### src/rtl/quad_pwm_ramp.sv
// CH-channel motor PWM driver sharing one period counter; each duty ramps toward its target once per period.
// Optional QUAD_PWM_STAGGER_EN phase-shifts channel i's compare counter by i*2^CNT_W/CH.
module quad_pwm_ramp #(
  parameter int unsigned CH        = 4,
  parameter int unsigned CNT_W     = 16,
  parameter int unsigned CNT_STEP  = 256,
  parameter int unsigned MIN_SPEED = 256,
  parameter int unsigned MAX_SPEED = 65535,
  parameter int unsigned ACC       = 2560,
  parameter int unsigned DEAD_ZONE = 1280
) (
  input  logic                  clk,
  input  logic                  rst,
  input  logic                  arm_i,
  input  logic [CH*CNT_W-1:0]   speed_in_i,
  input  logic                  speed_valid_i,
  output logic                  speed_ready_o,
  output logic [CH-1:0]         pwm_out_o,
  output logic [CH-1:0]         busy_o,
  output logic                  period_tick_o
);

  localparam int unsigned DW = CNT_W + 2;
  localparam int unsigned XW = CNT_W + 1;

  localparam logic [1:0] ST_IDLE = 2'd0;
  localparam logic [1:0] ST_UP   = 2'd1;
  localparam logic [1:0] ST_DOWN = 2'd2;

  localparam logic [CNT_W-1:0]     STEP_V = CNT_W'(CNT_STEP);
  localparam logic [CNT_W-1:0]     PEND_V = CNT_W'(0) - STEP_V;
  localparam logic [CNT_W-1:0]     MIN_V  = CNT_W'(MIN_SPEED);
  localparam logic [CNT_W-1:0]     MAX_V  = CNT_W'(MAX_SPEED);
  localparam logic [XW-1:0]        MIN_X  = XW'(MIN_SPEED);
  localparam logic [XW-1:0]        MAX_X  = XW'(MAX_SPEED);
  localparam logic [XW-1:0]        ACC_X  = XW'(ACC);
  localparam logic signed [DW-1:0] DZ_P   = DW'(DEAD_ZONE);
  localparam logic signed [DW-1:0] DZ_N   = -DZ_P;

  logic [CNT_W-1:0]          cnt_q, cnt_d;
  logic [CH-1:0][CNT_W-1:0]  duty_q, duty_d, target_q, target_d;
  logic [CH-1:0][CNT_W-1:0]  cnt_ch, spd;
  logic [CH-1:0][XW-1:0]     step_x;
  logic [CH-1:0][1:0]        state_q, state_d;
  logic [CH-1:0]             pwm_q, pwm_d, busy_q, busy_d;
  logic                      eval_q, eval_d, tick_q, tick_d;
  logic                      pend, accept;

  // Direction from the signed distance target - duty, with dead-zone snap to IDLE.
  function automatic logic [1:0] eval_state(input logic signed [DW-1:0] d);
    logic [1:0] st;
    st = ST_IDLE;
    if (d > DZ_P)      st = ST_UP;
    else if (d < DZ_N) st = ST_DOWN;
    return st;
  endfunction

  assign speed_ready_o = arm_i & ~rst;

  always_comb begin
    pend     = (cnt_q == PEND_V);
    accept   = speed_valid_i & speed_ready_o;
    cnt_d    = cnt_q + STEP_V;
    tick_d   = pend;
    eval_d   = accept;
    duty_d   = duty_q;
    target_d = target_q;
    state_d  = state_q;
    pwm_d    = '0;
    busy_d   = '0;
    step_x   = '0;
    cnt_ch   = '0;
    spd      = '0;
    for (int unsigned i = 0; i < CH; i++) begin
`ifdef QUAD_PWM_STAGGER_EN
      cnt_ch[i] = cnt_q + CNT_W'(i * ((2 ** CNT_W) / CH));
`else
      cnt_ch[i] = cnt_q;
`endif
      pwm_d[i] = arm_i & (cnt_ch[i] < duty_q[i]);

      // Candidate duty for this period's step, in CNT_W+1 bits so nothing wraps.
      case (state_q[i])
        ST_UP: begin
          step_x[i] = {1'b0, duty_q[i]} + ACC_X;
          if (step_x[i] > MAX_X) step_x[i] = MAX_X;
        end
        ST_DOWN:
          step_x[i] = ({1'b0, duty_q[i]} < MIN_X + ACC_X) ? MIN_X : ({1'b0, duty_q[i]} - ACC_X);
        default:
          step_x[i] = {1'b0, target_q[i]};
      endcase

      spd[i] = speed_in_i[i*CNT_W +: CNT_W];
      if (!arm_i) begin
        duty_d[i]   = MIN_V;
        target_d[i] = MIN_V;
        state_d[i]  = ST_IDLE;
      end else begin
        // Step uses the current target; a coinciding load is picked up by the following evaluation.
        if (pend) begin
          state_d[i] = eval_state({2'b00, target_q[i]} - {1'b0, step_x[i]});
          duty_d[i]  = (state_d[i] == ST_IDLE) ? target_q[i] : step_x[i][CNT_W-1:0];
        end else if (eval_q) begin
          state_d[i] = eval_state({2'b00, target_q[i]} - {2'b00, duty_q[i]});
        end
        if (accept) begin
          if (spd[i] < MIN_V)                target_d[i] = MIN_V;
          else if ({1'b0, spd[i]} > MAX_X)   target_d[i] = MAX_V;
          else                               target_d[i] = spd[i];
        end
      end
      busy_d[i] = (state_d[i] != ST_IDLE);
    end
  end

  always_ff @(posedge clk) begin
    if (rst) begin
      cnt_q    <= '0;
      duty_q   <= {CH{MIN_V}};
      target_q <= {CH{MIN_V}};
      state_q  <= {CH{ST_IDLE}};
      eval_q   <= 1'b0;
      tick_q   <= 1'b0;
      pwm_q    <= '0;
      busy_q   <= '0;
    end else begin
      cnt_q    <= cnt_d;
      duty_q   <= duty_d;
      target_q <= target_d;
      state_q  <= state_d;
      eval_q   <= eval_d;
      tick_q   <= tick_d;
      pwm_q    <= pwm_d;
      busy_q   <= busy_d;
    end
  end

  assign pwm_out_o     = pwm_q;
  assign busy_o        = busy_q;
  assign period_tick_o = tick_q;

endmodule

### config.mk
export PLATFORM = sky130hd
export DESIGN_NAME = quad_pwm_ramp
export DESIGN_NICKNAME = d
export VERILOG_FILES = /design/src/rtl/quad_pwm_ramp.sv
export SDC_FILE = /design/constraint.sdc
export NUM_CORES = 1
export LEC_CHECK = 0
export BUFFER_PORTS_ARGS = -buffer_cell sky130_fd_sc_hd__buf_4
export CORE_ASPECT_RATIO = 0.6
export CORE_UTILIZATION = 45
export CTS_CLUSTER_DIAMETER = 50
export DETAILED_ROUTE_END_ITERATION = 8
export SLEW_MARGIN = 20
export SYNTH_ARGS = -nofsm -noshare
export SYNTH_HDL_FRONTEND = slang
export SYNTH_SLANG_ARGS = --single-unit
### constraint.sdc
create_clock -name clk -period 16.7 [get_ports clk]
set_input_delay 1.67 -clock clk [delete_from_list [all_inputs] [get_ports clk]]
set_output_delay 1.67 -clock clk [all_outputs]
set_load 0.02 [all_outputs]
; ---- After elaboration in Yosys (flattened, before gate mapping)
; Cells that the tools add are included.
[classes]
add_sub_neg = 17
mul = 0
div = 0
n_lt_le_gt_ge = 32
n_eq_ne = 9
shifts = 0
n_mux = 56
bitwise_logic = 8
n_reduce_logical = 9
[ops]
columns = op, count
row1 = 17-bit 2-to-1 mux, 8
row2 = 17-bit one-hot mux with 2 select lines, 4
row3 = 16-bit 2-to-1 mux, 8
row4 = "18-bit by 12-bit > comparator with 1-bit output, second input constant", 4
row5 = "18-bit by 12-bit less-than comparator with 1-bit output, second input constant", 4
row6 = 2-bit 2-to-1 mux, 36
row7 = 16-bit by 17-bit subtractor with 18-bit output, 4
row8 = "16-bit by 12-bit adder with 17-bit output, second input constant", 4
row9 = "17-bit by 12-bit > comparator with 1-bit output, second input constant", 4
row10 = "17-bit by 16-bit > comparator with 1-bit output, second input constant", 4
row11 = "17-bit by 12-bit less-than comparator with 1-bit output, second input constant", 4
row12 = "16-bit by 12-bit subtractor with 17-bit output, second input constant", 4
row13 = 16-bit by 16-bit subtractor with 17-bit output, 4
row14 = "16-bit by 12-bit less-than comparator with 1-bit output, second input constant", 4
row15 = 16-bit less-than comparator, 4
row16 = "16-bit by 9-bit less-than comparator with 1-bit output, second input constant", 4
row17 = "16-bit by 9-bit adder with 16-bit output, second input constant", 1
row18 = "16-bit equality test, second input constant", 1
row19 = "2-bit by 1-bit equality test with 1-bit output, second input constant", 4
row20 = "2-bit equality test, second input constant", 4
row21 = 2-bit logical NOT, 4
row22 = 2-bit nonzero test, 4
row23 = 1-bit AND, 6
row24 = 1-bit inverter, 2
row25 = 2-bit OR reduction, 1
[word_totals]
register_bits = 162
latchBits = 0
ram_bits = 0
romBits = 0
input_bits = 68
out_inout_bits = 10
elab_cells = 148
mem_count = 0

; ---- Depth between registers and ports, before layout
; Gate-level depths: netlist of the first run.
[logic_depth]
word_depth = 13
mapped_depth = 28
depth_no_buf = 24

; ---- Worst setup path after synthesis of the first run
; No wires, ideal clock.
[synth_timing]
kind = register to register
startpoint = reg duty_q[58] (netlist name)
endpoint = reg duty_q[54] (netlist name)
setup_ns = 0.117
t_arrival_ns = 6.186
required_time_ns = 16.583
slack_ns = 10.396
path_stages_with_launch = 28
n_path_buf = 4
synth_period_minus_slack_ns = 6.304
path_cell_list = dfxtp_1 -> clkbuf_1 -> inv_1 -> ha_1 -> a2111oi_0 -> nand4_1 -> a21oi_1 -> clkbuf_1 -> a211oi_1 -> a21oi_1 -> ha_1 -> inv_1 -> fa_1 -> a21o_1 -> a2111oi_1 -> o21ai_0 -> and3_1 -> a31o_2 -> o311ai_1 -> a21oi_1 -> nor4_1 -> a21oi_1 -> nor4_1 -> nand2b_1 -> buf_2 -> buf_4 -> o21ai_0 -> a32o_1
[synth_via]
elab_chain_cells = 12
elab_cells_between_ends = 16
cone_classes = 3 x add/sub / 4 x order compare / 8 x mux / 1 x reduce/logical
[synth_rtl]
columns = element, line_no
row1 = "start, declared", 41  ; logic [CH-1:0][CNT_W-1:0] duty_q, duty_d, target_q, target_d;
row2 = "start signal, assigned", 120  ; duty_q <= {CH{MIN_V}};
row3 = "start signal, assigned", 129  ; duty_q <= duty_d;
row4 = 16-bit by 12-bit adder with 17-bit output, 85  ; step_x[i] = {1'b0, duty_q[i]} + ACC_X;
row5 = 17-bit by 16-bit > comparator with 1-bit output, 86  ; if (step_x[i] > MAX_X) step_x[i] = MAX_X;
row6 = 17-bit 2-to-1 mux, 86
row7 = 17-bit one-hot mux with 2 select lines (*), 83  ; case (state_q[i])
row8 = 16-bit by 17-bit subtractor with 18-bit output, 102  ; state_d[i] = eval_state({2'b00, target_q[i]} - {1'b0, step_x[i]});
row9 = 18-bit by 12-bit less-than comparator with 1-bit output, 54  ; else if (d < DZ_N) st = ST_DOWN;
row10 = 2-bit 2-to-1 mux, 54
row11 = 2-bit 2-to-1 mux, 53  ; if (d > DZ_P) st = ST_UP;
row12 = 2-bit 2-to-1 mux, 101  ; if (pend) begin
row13 = 2-bit 2-to-1 mux, 95  ; if (!arm_i) begin
row14 = 2-bit logical NOT, 103  ; duty_d[i] = (state_d[i] == ST_IDLE) ? target_q[i] : step_x[i][CNT_W-1:0];
row15 = 16-bit 2-to-1 mux (*), 103
; Every way passes the cells marked *; elsewhere a longest branch is shown, timed or not. The select of a mux whose other input is x is not followed.
; A chain may end at the register's enable or synchronous reset.

; ---- Worst setup path in the final report of the first run
[layout_timing]
startpoint = reg duty_q[57] (netlist name)
endpoint = reg duty_q[57] (netlist name)
; The elaborated chain is that of the path after synthesis.

==> metrics.cfg, run 1 <==
[grt]
antenna_found_initial = 1
track_usage_pct = 29.0
grt_pass1_wl_mm = 89.4
grt_pass1_vias = 15800
grt_max_degree = 58
grt-ovfl-total = 0

[clocking]
cts_resized = 0
insertion_delay_ns = 0.46
cts_buffer_depth = 2
cts_setup_buffers = 0
cts_root_buffer = clkbuf_16
htree_levels = 4
numClockSinks = 154
clk_transition_reported_paths_ns = 0.07
cts_hold_buf = 0
numCtsBuffers = 17
cts_tree = built

[power]
clkPwrFrac_pct = 35.5
ir_drop_uv = 67.2
p_int_uw = 773
netSwitchingFraction_pct = 34.9
pwr-share-seq_pct = 32.9
power.total_uw = 1190
switchingPower_uw = 414
power_density_nw_per_um2 = 64.5
p_comb_share_pct = 31.5
leakage_uw = 0.00703

[placed_design]
place.gp.congestion = 0.963
dpl.hpwl_mm = 42.9
numPortBuffers = 77
place_inst = 2743

[finish]
drive_gt1_share_pct = 7.88
post-route-util_pct = 50.1
regArea_um2 = 3080
layout.nets = 2499
multi_input_area_um2 = 12900
area_growth_pct = 8.52
instances_no_fill = 2776
fill_cells = 3599

[critical_path]
critical-path-max-stage-delay_ns = 0.91
crit_chain = inv_1 -> ha_1 -> a2111oi_0 -> nand4_1 -> a21oi_1 -> a211oi_1 -> a21oi_1 -> ha_1 -> inv_1 -> fa_1 -> a21o_1 -> a2111oi_1 -> o21ai_0 -> and3_1 -> a31o_2 -> o311ai_1 -> a21oi_1 -> nor4_1 -> a21oi_1 -> nor4_1 -> nand2b_1 -> o21ai_0 -> a32o_1
crit_arrival_ns = 8.28
rr_worst_depth = 23
critPathMostFrequentCell = a21oi_1
critPathKind = flip-flop to flip-flop
cp_max_fo = 27
end_kind = flip-flop
crit_required_ns = 17.04
crit_slowest_cell = nand2b_1
startpoint_type = flip-flop

[timing]
final_hold_viol_count = 0
skew_ns = 0.0180
rsz0062_at_grt = false
slew_viol_final = 0
final.setup.tns_ns = 0
setup_violations = 0
timing.fmax_mhz = 126
holdWs_ns = 0.514
period_share_pct = 47.5
worstMarginPinSlew_ns = 1.10
period_needed_ns = 7.93
slew_headroom_pct = 24.6

[synth]
synth_nets = 2507
syn-instance-count = 2266
synth-edff-count = 0
yosysSeqAreaShare_pct = 18.2
netlist_top_cells_area = dfxtp_1, ha_1, a21oi_1, o21ai_0, nor2_1
synth.distinct_cells = 99
synth_top_area_share_pct = 18.2
synthArstFlopShare_pct = 0
syn_avg_cell_area_um2 = 7.48
synth_flop_cell = dfxtp_1
netlist_area_um2 = 16900
yosys_warnings = 0
ys_seq_elements = 154
synth_top_area_cell = dfxtp_1

[floorplanning]
die_y_um = 152
die_w_um = 252
core_area_um2 = 36700
die_area_um2 = 38400
rows = 54
io_pins = 78
start_util_pct = 46.2

[run]
cap_violations = 0

[routing]
viasPerCell = 6.39
route.vias.total = 17700
drt-wirelength-per-cell_um = 20.6
antenna_left = 0
routed_wl_mm = 57.1
drt_first_iter_violations = 2007
drc = 0
first_pass_iters = 9

[min_path]
hp-class = flip-flop to flip-flop
hold_depth = 1

[run_status]
outcome = complete, no violations

==> cells in the mapped netlist (49+ instances only) <==
cell type / n
nor2_1: 197
a21oi_1: 185
o21ai_0: 175
ha_1: 165
dfxtp_1: 154
inv_1: 136
nand2_1: 114
clkbuf_1: 87
nand3_1: 67
nor3_1: 58
xnor2_1: 54
o21a_1: 50
mux2i_1: 49
==> routing by layer <==
layer  up-vias  routed length, um  GRT usage, %
met2       788              22000          38.7
met1      8366              29200          46.6
met4         0                692          5.11
met3        52               5250          5.76
li1       8520                  -             -
met5         -                  0             0
==> cells in the final DEF (no fill, tap or decap), types with 14 or more instances in the layout <==
| cell type | instances |
|---|---|
| nand3_1 | 67 |
| ha_1 | 165 |
| nor2_1 | 194 |
| nand2_1 | 114 |
| a211oi_1 | 39 |
| o31ai_1 | 18 |
| o211ai_1 | 30 |
| clkbuf_16 | 17 |
| buf_4 | 89 |
| xor2_1 | 41 |
| o21a_1 | 50 |
| o2111ai_1 | 15 |
| nor2b_1 | 38 |
| o311ai_0 | 14 |
| a21o_1 | 41 |
| xnor2_1 | 54 |
| inv_1 | 136 |
| a31oi_1 | 45 |
| o22ai_1 | 21 |
| or2_2 | 18 |
| o21ai_0 | 175 |
| and3_1 | 22 |
| nor3_1 | 58 |
| or3_1 | 24 |
| nor4_1 | 26 |
| nand2b_1 | 32 |
| dfxtp_1 | 154 |
| a21oi_1 | 184 |
| a22o_1 | 42 |
| mux2i_1 | 49 |
| nand4_1 | 27 |
==> cell families (layout without fill, tap and decap cells) <==
family                   count (synthesis)  after routing  synth area share (%)
AND/OR/NAND/NOR                        688            688                  20.6
buffers and inverters                  256            261                  5.95
multiplexers                            56             56                  3.36
adder cells (fa/ha/maj)                177            177                  13.4
AO/OA/AOI/OAI                          840            840                  33.6
XOR/XNOR                                95             95                  4.91
other                                    0              1                     0
flip-flops                             154            154                  18.2
==> registers in the layout (all words and copies together), names as in the netlist <==
signal         count
target_q          64
period_tick_o      1
busy_o             4
eval_q             1
cnt_q              8
pwm_out_o          4
state_q            8
duty_q            64
==> through the flow <==
| stage | area, um2 | worst slack, ns |
|---|---|---|
| finish | 18400 | 8.77 |
| global route | 18400 | 8.05 |
| CTS | 18400 | 9.01 |
| detailed placement | 17800 | 9.03 |
| global placement | 17800 | 9.28 |
| floorplan | 16900 | 10.40 |
==> power groups by stage <==
stage / clock network (uW) / logic, uW / registers (uW)
finish: 421 / 374 / 391
global route: 441 / 414 / 391
CTS: 425 / 368 / 390
detailed placement: 0 / 366 / 399
global placement: 0 / 360 / 399
floorplan: 0 / 283 / 391
==> area by class of cell <==
class	instances	share of cell area, %
clock buffers	18	2.33
multi-input cells	1856	70.0
repair buffers	89	3.63
clock inverters	14	0.926
inverters	140	2.86
flip-flops and latches	154	16.8
diodes	1	0.0136
well taps	504	3.43
==> final timing paths <==
check | start | end | slack, ns
worst max-delay path | duty_q[57] | duty_q[57] | 8.77
worst min-delay path | target_q[32] | target_q[32] | 0.51
worst max register to register | duty_q[57] | duty_q[57] | 8.77
worst min register to register | target_q[32] | target_q[32] | 0.51
==> worst max-delay path, delay by kind of cell, from the launching register on <==
| family | cells | cell delay [ns] |
|---|---|---|
| adder cells (fa/ha/maj) | 3 | 0.98 |
| AO/OA/AOI/OAI | 13 | 3.86 |
| buffers and inverters | 2 | 0.28 |
| flip-flops | 1 | 0.59 |
| AND/OR/NAND/NOR | 5 | 2.07 |
No activity file was read; power rests on OpenSTA's default activity.
==> inputs of run 2 (changes only) <==
clock period = 7.4 ns   (was 16.7 ns; I/O delays follow)
==> run 2 against run 1 <==
  * Design area up 0.51%
  * Power up 120%
  * Global-route usage up 0.42 points
==> metrics.cfg, run 2 (same netlist as run 1, synthesis figures left out) <==
[placed_design]
place_ws_ns = 0.666  ; -8.37 ns
place_inst = 2757  ; +0.51%
numPortBuffers = 77  ; unchanged
place.gp.congestion = 0.932  ; -3.3%
dpl.hpwl_mm = 43.3  ; +0.78%

[run]
cap_violations = 0  ; unchanged

[grt]
grt_max_degree = 58  ; unchanged
track_usage_pct = 29.4  ; +0.42 points
grt-ovfl-total = 0  ; unchanged
antenna_found_initial = 1  ; unchanged
grt_pass1_wl_mm = 90.6  ; +1.4%
grt_pass1_vias = 16100  ; +1.8%

[power]
power_density_nw_per_um2 = 144  ; +120%
ir_drop_uv = 157  ; +130%
power.total_uw = 2660  ; +120%
leakage_uw = 0.00709  ; +0.89%

[routing]
drt-wirelength-per-cell_um = 20.5  ; -0.21%
drt_first_iter_violations = 1913  ; -4.7%
route.vias.total = 17700  ; +0.11%
viasPerCell = 6.36  ; -0.40%
first_pass_iters = 5  ; -4
drc = 0  ; unchanged
antenna_left = 0  ; unchanged
routed_wl_mm = 57.2  ; +0.29%

[timing]
slew_headroom_pct = 25.7  ; +1.2 points
slew_viol_final = 0  ; unchanged
setup_violations = 0  ; unchanged
rsz0062_at_grt = false
skew_ns = 0.0133  ; -0.00467 ns
final_hold_viol_count = 0  ; unchanged
final.setup.worst_slack_ns = 0.554  ; -8.21 ns
worstMarginPinSlew_ns = 1.11  ; +0.00832 ns
period_share_pct = 92.5  ; +45 points
timing.fmax_mhz = 146  ; +16%
period_needed_ns = 6.85  ; -1.09 ns
final.setup.tns_ns = 0  ; unchanged

[min_path]
min_from = speed_in_i[21]
min_to = target_q[21]
hp-class = primary input to flip-flop
hold_depth = 2  ; +1

[critical_path]
critPathMostFrequentCell = a21oi_1
crit_arrival_ns = 7.19  ; -1.09 ns
critical-path-max-stage-delay_ns = 0.63  ; -0.28 ns
end_kind = flip-flop
crit_required_ns = 7.75  ; -9.29 ns
cp_max_fo = 27  ; unchanged
crit_slowest_cell = a2111oi_1
rr_worst_depth = 25  ; +8.7%
startpoint_type = flip-flop
rr_startpoint = duty_q[58]
r2r-end = duty_q[54]
critPathKind = flip-flop to flip-flop
r2r_slack_ns = 0.55  ; -8.21 ns

[floorplanning]
rows = 54  ; unchanged
core_area_um2 = 36700  ; unchanged
start_util_pct = 46.2  ; unchanged
die_w_um = 252  ; unchanged
die_area_um2 = 38400  ; unchanged
io_pins = 78  ; unchanged
die_y_um = 152  ; unchanged

[finish]
final_common_cell = nor2_1
area_growth_pct = 9.07
multi_input_area_um2 = 12900  ; about the same
instances_no_fill = 2790  ; +0.50%
fill_cells = 3582  ; -0.47%
layout.nets = 2513  ; +0.56%
largest_registers = duty_q (64), target_q (64)
drive_gt1_share_pct = 8.40  ; +0.52 points
regArea_um2 = 3080  ; unchanged
final_cell_mix = nor2_1, a21oi_1, o21ai_0

[clocking]
numClockSinks = 154  ; unchanged
cts_hold_buf = 0  ; unchanged
cts_root_buffer = clkbuf_16
cts_buffer_depth = 2  ; unchanged
clk_transition_reported_paths_ns = 0.07  ; about the same
htree_levels = 4  ; unchanged
numCtsBuffers = 17  ; unchanged
cts_tree = built
insertion_delay_ns = 0.46  ; about the same

[run_status]
outcome = complete, no violations

[run 2: per-stage QoR]
stage               hold WS [ns]  cell area [um2]  utilization [%]
global placement           0.489            17900             48.7
finish                     0.479            18500             50.4
global route               0.467            18500             50.4
detailed placement         0.491            17900             48.7
floorplan                  0.463            16900                -
CTS                        0.467            18500             50.3
[run 2: timing repair]
action | 4_1_cts | 5_1_grt
setup endpoints to repair | 0 | 4
gates resized for setup | 0 | 1
buffers inserted | 0 | 0
[run 2: area by class of cell]
| class | instances | area share (%) |
|---|---|---|
| multi-input combinational | 1856 | 69.7 |
| sequential | 154 | 16.7 |
| timing repair buffer | 103 | 4.19 |
| tap | 504 | 3.41 |
| inverter | 140 | 2.84 |
| clock buffer | 21 | 2.44 |
| clock inverter | 11 | 0.738 |
| antenna | 1 | 0.0135 |
[run 2: worst max-delay path, delay by kind of cell (launching register included)]
family	cells	cell delay [ns]
AO/OA/AOI/OAI	12	2.80
flip-flops	1	0.55
buffers and inverters	4	0.96
adder cells (fa/ha/maj)	2	0.74
AND/OR/NAND/NOR	7	1.67
[run 2: worst max-delay path by stage]
stage	slack (ns)	cells after the start	end	start
after floorplan	1.10	27	duty_q[54]	duty_q[58]
after global routing	0.04	25	duty_q[40]	duty_q[41]
after CTS	0.63	25	duty_q[54]	duty_q[58]
after detailed placement	0.67	25	duty_q[54]	duty_q[58]
after global placement	0.85	25	duty_q[54]	duty_q[58]
final	0.55	25	duty_q[54]	duty_q[58]
[run 2: report_power, final]
group,internal (uW),switching [uW],leakage (uW)
Combinational,369,475,0.00557
Sequential,845,36.7,0.00125
Clock,512,418,0.000273
Total,1730,930,0.00709
[run 2: metal layers]
| layer | vias up | part of all wire (%) | track usage, % |
|---|---|---|---|
| met3 | 52 | 9.2 | 6.08 |
| met5 | - | 0 | 0 |
| met1 | 8367 | 51 | 46.8 |
| li1 | 8558 | - | - |
| met2 | 768 | 39 | 39.4 |
| met4 | 0 | 1.4 | 5.77 |
==> inputs of run 3 (changes only) <==
CTS_BUF_LIST = sky130_fd_sc_hd__clkbuf_8 sky130_fd_sc_hd__clkbuf_16   (was unset)
clock period = 7.7 ns   (was 7.4 ns; I/O delays follow)
==> run 3 against run 2 <==
  * Utilization decreased by 0.10 points
  * Flip-flop and latch count unchanged
  * Sequential power decreased by 3.9%
  * Maximum frequency decreased by 3.5%
  * Non-clock buffer count decreased by 5
  * Combinational power decreased by 3.9%
  * Power decreased by 3.7%
  * Critical path type unchanged
  * Largest power group unchanged
==> metrics.cfg, run 3 (same netlist as run 1, synthesis figures left out) <==
[grt]
antenna_found_initial = 2  ; +1
grt_pass1_wl_mm = 90.2  ; -0.49%
grt_util_met2_pct = 39.0  ; -0.35 points
use_met1_pct = 46.5  ; -0.28 points
use_met3_pct = 5.60  ; -0.48 points
grt-ovfl-total = 0  ; unchanged
track_usage_pct = 29.2  ; -0.22 points
grt_max_degree = 58  ; unchanged
busiest_layer = met1
grt_pass1_vias = 16100  ; +0.44%

[placed_design]
place.gp.congestion = 0.910  ; -2.3%
numPortBuffers = 77  ; unchanged
dpl.hpwl_mm = 43.1  ; -0.24%

[power]
power.total_uw = 2560  ; -3.7%
ir_drop_uv = 149  ; -5.3%
p_int_uw = 1660  ; -4.1%
p_comb_share_pct = 31.7  ; about the same
netSwitchingFraction_pct = 35.3  ; +0.30 points
leakage_uw = 0.00708  ; -0.18%
pwr-share-seq_pct = 33.1  ; about the same
power_density_nw_per_um2 = 139  ; -3.5%
switchingPower_uw = 903  ; -2.8%
clkPwrFrac_pct = 35.2  ; +0.2 points

[clocking]
numClockSinks = 154  ; unchanged
clk_transition_reported_paths_ns = 0.07  ; about the same
cts_tree = built
numCtsBuffers = 17  ; unchanged
htree_levels = 4  ; unchanged
cts_resized = 0  ; unchanged
cts_setup_buffers = 0  ; unchanged
cts_root_buffer = clkbuf_16
cts_buffer_depth = 2  ; unchanged
insertion_delay_ns = 0.46  ; about the same
cts_hold_buf = 0  ; unchanged

[finish]
area_growth_pct = 8.85
final_cell_mix = nor2_1, a21oi_1, o21ai_0
multi_input_area_um2 = 12900  ; unchanged
fill_cells = 3590  ; +0.22%
final_common_cell = nor2_1
layout.nets = 2508  ; -0.20%
drive_gt1_share_pct = 8.25  ; -0.16 points
regArea_um2 = 3080  ; unchanged
largest_registers = duty_q (64), target_q (64)

[timing]
slew_headroom_pct = 20.6  ; -5.1 points
final.setup.tns_ns = 0  ; unchanged
slew_viol_final = 0  ; unchanged
period_needed_ns = 7.09  ; +0.249 ns
rsz0062_at_grt = false
holdWs_ns = 0.510  ; +0.0313 ns
period_share_pct = 92.1  ; -0.38 points
worstMarginPinSlew_ns = 1.16  ; +0.0491 ns
setup_violations = 0  ; unchanged
final_hold_viol_count = 0  ; unchanged
timing.fmax_mhz = 141  ; -3.5%
skew_ns = 0.0163  ; +0.00294 ns

[critical_path]
crit_required_ns = 8.08  ; +0.33 ns
rr_startpoint = duty_q[41]
startpoint_type = flip-flop
cp_max_fo = 23  ; -15%
r2r-end = duty_q[40]
critPathKind = flip-flop to flip-flop
rr_worst_depth = 23  ; -8.0%
crit_arrival_ns = 7.48  ; +0.29 ns
end_kind = flip-flop
r2r_slack_ns = 0.61  ; +0.05 ns

[floorplanning]
core_area_um2 = 36700  ; unchanged
start_util_pct = 46.2  ; unchanged
rows = 54  ; unchanged
die_w_um = 252  ; unchanged
io_pins = 78  ; unchanged
die_area_um2 = 38400  ; unchanged
die_y_um = 152  ; unchanged

[min_path]
min_to = target_q[18]
hold_depth = 2  ; unchanged
min_from = speed_in_i[18]
hp-class = primary input to flip-flop

[routing]
drc = 0  ; unchanged
antenna_left = 0  ; unchanged
route.vias.total = 17800  ; +0.35%
routed_wl_mm = 57.1  ; -0.31%
viasPerCell = 6.39  ; +0.53%
drt_first_iter_violations = 1699  ; -11%
first_pass_iters = 6  ; +1
drt-wirelength-per-cell_um = 20.5  ; -0.13%

[run_status]
outcome = complete, no violations

[run]
cap_violations = 0  ; unchanged

-- run 3: routing by layer --
| layer | wire length (um) | up-vias |
|---|---|---|
| met5 | 0 | - |
| met4 | 785 | 0 |
| met3 | 5540 | 55 |
| met2 | 21900 | 841 |
| met1 | 28900 | 8356 |
| li1 | - | 8555 |
-- run 3: area by class of cell --
type / count / share of cell area, %
Multi-Input combinational cell: 1856 / 69.8
Sequential cell: 154 / 16.7
Timing Repair Buffer: 98 / 3.99
Tap cell: 504 / 3.42
Inverter: 140 / 2.85
Clock buffer: 18 / 2.38
Clock inverter: 14 / 0.801
Antenna cell: 1 / 0.0136
-- run 3: worst max path at each step --
stage / from / endpoint / slack, ns / depth (start not counted)
final: duty_q[41] / duty_q[40] / 0.61 / 23
after global routing: duty_q[41] / duty_q[40] / 0.06 / 24
after CTS: duty_q[41] / duty_q[40] / 0.70 / 23
after detailed placement: duty_q[41] / duty_q[40] / 0.71 / 23
after global placement: duty_q[41] / duty_q[40] / 0.81 / 23
after floorplan: duty_q[58] / duty_q[54] / 1.40 / 27
-- run 3: critical path, stage by stage, from the launching register on --
cell,delay [ns]
dfxtp_1,0.55
inv_1,0.25
ha_1,0.38
a2111o_1,0.46
nor4_2,0.54
o21a_1,0.54
o21ai_0,0.16
nor2_1,0.12
a21oi_1,0.12
ha_1,0.34
nor2b_1,0.15
o31a_1,0.29
o21a_1,0.19
o21a_1,0.19
o31a_1,0.29
o21ai_1,0.30
o21bai_1,0.12
or3b_2,0.46
a21boi_0,0.34
nor4b_4,0.09
buf_4,0.23
nor3_2,0.38
mux2_2,0.39
o21ai_0,0.13
-- run 3: stage by stage --
stage,instances,area [um2],setup WS (ns),utilization (%)
final,2785,18400,0.606,50.3
after global routing,2785,18400,0.0645,50.3
after CTS,2784,18400,0.701,50.2
after detailed placement,2752,17800,0.714,48.6
after global placement,2752,17800,0.811,48.6
after floorplan,2266,16900,1.40,-
-- run 3: power groups by stage --
stage	Clock, uW	Combinational [uW]	Sequential, uW
floorplan	0	614	848
global placement	0	779	864
detailed placement	0	795	864
CTS	912	799	846
global route	948	897	849
finish	900	811	848
